===== src/rtl/instr_encoder_loader.sv =====
// Packs LEGv8 D/CB/B/RAW requests into 32-bit instruction words and streams
// range-checked words into instruction memory at consecutive byte addresses.
module instr_encoder_loader #(
  parameter int                 ADDR_W    = 64,
  parameter logic [ADDR_W-1:0]  BASE_ADDR = '0,
  parameter int                 MAX_WORDS = 256
) (
  input  logic              clk,
  input  logic              reset_n,
  input  logic              start,
  input  logic              finish,
  input  logic              req_valid,
  output logic              req_ready,
  input  logic [1:0]        req_fmt,
  input  logic [10:0]       req_opcode,
  input  logic [4:0]        req_rt,
  input  logic [4:0]        req_rn,
  input  logic [63:0]       req_imm,
  output logic              imem_we,
  output logic [ADDR_W-1:0] imem_addr,
  output logic [31:0]       imem_wdata,
  output logic              busy,
  output logic              done,
  output logic              err,
  output logic [ADDR_W-1:0] err_addr,
  output logic [15:0]       word_count,
  output logic [1:0]        state_dbg
);

  typedef enum logic [1:0] {
    IDLE   = 2'd0,
    ACTIVE = 2'd1,
    DONE   = 2'd2
  } state_t;

  localparam logic [ADDR_W-1:0] LAST_ADDR = BASE_ADDR + ADDR_W'(4 * (MAX_WORDS - 1));

  state_t            state, state_nxt;
  logic [ADDR_W-1:0] ptr;
  logic              we_q;
  logic [ADDR_W-1:0] addr_q;
  logic [31:0]       wdata_q;
  logic              legal;
  logic [31:0]       word;
  logic              accept;

  // Handshake: a beat transfers on a cycle where req_valid && req_ready;
  // req_ready comes from registered state only, so it never depends on req_valid.
  assign accept = req_valid && req_ready;

  always_ff @(posedge clk or negedge reset_n) begin
    if (!reset_n) state <= IDLE;
    else          state <= state_nxt;
  end

  always_comb begin
    state_nxt = state;
    case (state)
      IDLE:    if (start) state_nxt = ACTIVE;
      ACTIVE: begin
        if (start)                          state_nxt = ACTIVE;
        else if (finish || (ptr > LAST_ADDR)) state_nxt = DONE;
      end
      DONE:    if (start) state_nxt = ACTIVE;
      default: state_nxt = IDLE;
    endcase
  end

  always_comb begin
    req_ready = (state == ACTIVE) && (ptr <= LAST_ADDR);
    busy      = (state == ACTIVE);
    done      = (state == DONE);
    state_dbg = state;
  end

  // Field packing; a field of width N is legal when imm[63:N-1] is a pure sign extension.
  always_comb begin
    legal = 1'b0;
    word  = '0;
    case (req_fmt)
      2'd0: begin
        legal = (&req_imm[63:8]) || !(|req_imm[63:8]);
        word  = {req_opcode, req_imm[8:0], 2'b00, req_rn, req_rt};
      end
      2'd1: begin
        legal = (&req_imm[63:18]) || !(|req_imm[63:18]);
        word  = {req_opcode[10:3], req_imm[18:0], req_rt};
      end
      2'd2: begin
        legal = (&req_imm[63:25]) || !(|req_imm[63:25]);
        word  = {req_opcode[10:5], req_imm[25:0]};
      end
      default: begin
        legal = !(|req_imm[63:32]);
        word  = req_imm[31:0];
      end
    endcase
  end

  // A restart resets the session bookkeeping, but a beat accepted in the same
  // cycle is still written at the address it was accepted for.
  always_ff @(posedge clk or negedge reset_n) begin
    if (!reset_n) begin
      we_q       <= 1'b0;
      addr_q     <= BASE_ADDR;
      wdata_q    <= '0;
      ptr        <= BASE_ADDR;
      word_count <= '0;
      err        <= 1'b0;
      err_addr   <= '0;
    end else begin
      we_q <= accept && legal;
      if (accept && legal) begin
        addr_q  <= ptr;
        wdata_q <= word;
      end
      if (start) begin
        ptr        <= BASE_ADDR;
        word_count <= '0;
        err        <= 1'b0;
        err_addr   <= '0;
      end else if (accept) begin
        if (legal) begin
          ptr        <= ptr + ADDR_W'(4);
          word_count <= word_count + 16'd1;
        end else begin
          err <= 1'b1;
          if (!err) err_addr <= ptr;
        end
      end
    end
  end

  assign imem_we    = we_q;
  assign imem_addr  = addr_q;
  assign imem_wdata = wdata_q;

endmodule


===== config.mk =====
export PLATFORM = sky130hd
export DESIGN_NAME = instr_encoder_loader
export DESIGN_NICKNAME = d
export VERILOG_FILES = /design/src/rtl/instr_encoder_loader.sv
export SDC_FILE = /design/constraint.sdc
export NUM_CORES = 1
export LEC_CHECK = 0
export ABC_AREA = 1
export CAP_MARGIN = 20
export CELL_PAD_IN_SITES_DETAIL_PLACEMENT = 2
export CELL_PAD_IN_SITES_GLOBAL_PLACEMENT = 2
export CORE_MARGIN = 1.5
export CORE_UTILIZATION = 31
export CTS_CLUSTER_DIAMETER = 40
export DETAILED_ROUTE_END_ITERATION = 10
export GPL_ROUTABILITY_DRIVEN = 0
export PLACE_DENSITY_LB_ADDON = 0.1
export SLEW_MARGIN = 40
export SYNTH_ARGS = -nofsm -noshare
export SYNTH_HDL_FRONTEND = slang
export SYNTH_SLANG_ARGS = --single-unit
export TNS_END_PERCENT = 1

===== constraint.sdc =====
create_clock -name clk -period 3.6 [get_ports clk]
set_input_delay 0.72 -clock clk [delete_from_list [all_inputs] [get_ports clk]]
set_output_delay 0.72 -clock clk [all_outputs]
set_load 0.02 [all_outputs]

==> results.cfg <==
[clock_network]
root_buffer = clkbuf_16
clkTransAtPathRegs_ns = 0.05
postCtsResizedCells = 0
clockBufferDepth = 3
htree_levels = 2
cts_tree = built
clk_latency_ns = 0.54
hold_buffers = 0
numCtsBuffers = 42
post_cts_buffers = 0
clkSinkCount = 239

[worst_hold_path]
hold_class = input port to asynchronous set/reset pin

[synth]
synth_edf_count = 0
synthesis.area_um2 = 10200
synth_area_leaders = dfrtp_1, nor2_1, nand2_1
syn_area_per_cell_um2 = 9.11
synth_top_area_frac = 0.584
synth_seq_cells = 239
yosys_most_used_dff = dfrtp_1
seq_area_frac_synth = 0.584
yosysUniqueCellTypes = 37
yosysTopAreaCell = dfrtp_1
synth_warnings = 0
syn_inst = 1125
ys_async_sr_fraction = 1.00

[sta]
layout_min_cycle_time_ns = 3.05
finalWorstSetupSlack_ns = 0.547
worst_pin_slew_ns = 0.786
hold_viol = 0
slew-limit-headroom = 0.474
rsz0062_at_grt = no
report.final.slew_viol_count = 0
fmax_ghz = 0.328
period_share = 0.848
tns_ns = 0
fin_skew_ns = 0.0295
setup_viol = 0

[floorplan]
die_x_um = 185
die_area_um2 = 34100
start_util = 0.315
core-area_um2 = 32500
num_rows = 66
pin_count = 275
die_y_um = 185

[global_routing]
use_met3 = 0.0547
grt_pass1_wl_mm = 53.4
grt_overflow = 0
grt_pass1_vias = 9788
grt_antenna_before_repair = 5
use_met1 = 0.238
busiest_layer = met2
gr-usage-met2 = 0.351
track_usage = 0.199
grt_max_degree = 82

[setup_path]
cp-end-kind = output port
crit_required_ns = 2.88
reg2reg_slack_ns = 0.88
crit_fanout = 2
cp-startpoint = ptr[51]
r2r-start = ptr[51]
worstSetupStartpointType = register
critical_path_class = register to output port
arrival_ns = 2.33

[drt]
wl_per_cell_um = 17.6
drc = 0
vias = 8601
drtAntennaViolNets = 0
drtIter0Drc = 248
vias_per_cell = 4.58
drtPass1Iterations = 5
wl_mm = 33.1

[final_layout]
synthToLayoutAreaGrowth_pct = 44.8
final_cells = 1879
drive_gt1_frac = 0.0822
nets = 1497

[place]
dp_hpwl_mm = 22.7
portBuffers = 272
dp.cells = 1801
dp_slack_ns = 0.358

[status]
status = finished, final reports clean

[power_and_ir_drop]
power.leakage_uw = 0.00710
power_density_nw_per_um2 = 487
irDropWorstVdd_uv = 297

[run]
drv_cap = 0
cell type report:
class,count,area (um^2)
flip-flops and latches,239,5980
diodes,1,2.50
repair buffers,286,2890
fillers,3504,17700
multi-input cells,663,3290
well taps,442,553
clock inverters,30,367
inverters,171,643
clock buffers,47,1100
synth_stat cells (3+ instances only):
cell / count
mux2i_1: 7
nor3_1: 8
clkbuf_1: 10
a21boi_0: 47
nor2_1: 217
dfrtp_1: 239
buf_4: 5
a221oi_1: 6
clkbuf_2: 3
a21oi_1: 11
xor2_1: 16
nand4_1: 42
nand2_1: 178
a21boi_1: 8
o21ai_2: 18
o22ai_1: 10
o21ai_1: 20
buf_1: 8
buf_6: 12
buf_2: 15
o21ai_0: 7
inv_1: 167
nand3_1: 50
inv_2: 3
xnor2_1: 3
path summary, 6_finish.rpt:
kind / end / cells past startpoint
min in group clk: err_addr[3] / 2
hold reg to reg: err_addr[3] / 2
setup / recovery: req_ready / 8
hold / removal: imem_addr[43] / 1
max in group asynchronous: err_addr[25] / 2
setup reg to reg: imem_addr[28] / 13
layer usage:
layer  routed length (um)  vias to the layer above
met5                   22                        -
met4                  637                        4
met3                 2180                       52
met2                16400                      213
met1                13800                     4250
li1                     -                     4082
worst max-delay path, cell delays in order, from the launching register on:
cell and delay, ns:
dfrtp_1 0.39, nor2_1 0.13, nand3_1 0.08, nor2_1 0.11
nand2_1 0.05, nor2_1 0.19, nand3_1 0.12, inv_2 0.08
clkdlybuf4s50_1 0.64
sequential cells by signal, indices dropped and copies added, names as in the netlist:
name        cells
err             1
err_addr       63
imem_addr      62
imem_wdata     32
imem_we         1
ptr            62
state_dbg       2
word_count     16
through the flow:
| stage | instance area (um^2) | util | total power [uW] | hold slack (ns) |
|---|---|---|---|---|
| finish | 14800 | 0.456 | 7220 | 0.0832 |
| CTS | 14800 | 0.456 | 7330 | 0.0736 |
| global placement | 13400 | 0.411 | 3140 | 0.458 |
| detailed placement | 13400 | 0.411 | 3150 | 0.462 |
| global route | 14800 | 0.456 | 7480 | 0.0982 |
| floorplan | 10200 | - | 2890 | 0.424 |
power by group:
| part | internal, uW | total, uW | switching [uW] |
|---|---|---|---|
| clock | 2670 | 4120 | 1450 |
| combinational | 153 | 395 | 242 |
| sequential | 2690 | 2700 | 4.23 |
logic make-up (layout without fill, tap and decap cells):
logic type               count (synthesis)  after routing  synth area share
AND/OR/NAND/NOR                        501            501             0.205
flip-flops                             239            239             0.584
buffers and inverters                  224            534            0.0950
AO/OA/AOI/OAI                          132            132            0.0903
XOR/XNOR                                19             19            0.0162
multiplexers                             7              7           0.00684
adder cells (fa/ha/maj)                  2              2           0.00244
other                                    1              3          0.000366
layout by cell type, fill, tap and decap left out, types with 3 or more instances in the layout:
cell,instances
clkdlybuf4s50_1,270
dfrtp_1,239
nor2_1,217
nand2_1,178
inv_1,167
nand3_1,50
a21boi_0,47
clkbuf_16,43
nand4_1,42
o21ai_1,20
o21ai_2,18
xor2_1,16
a21oi_1,11
o22ai_1,10
clkinv_2,9
buf_4,9
nor3_1,8
a21boi_1,8
mux2i_1,7
o21ai_0,7
a221oi_1,6
clkinvlp_4,6
bufinv_16,6
inv_6,5
buf_12,5
inv_2,3
xnor2_1,3
clkinv_4,3
clkbuf_1,3
Note: power is estimated with default switching activity, not from simulation.
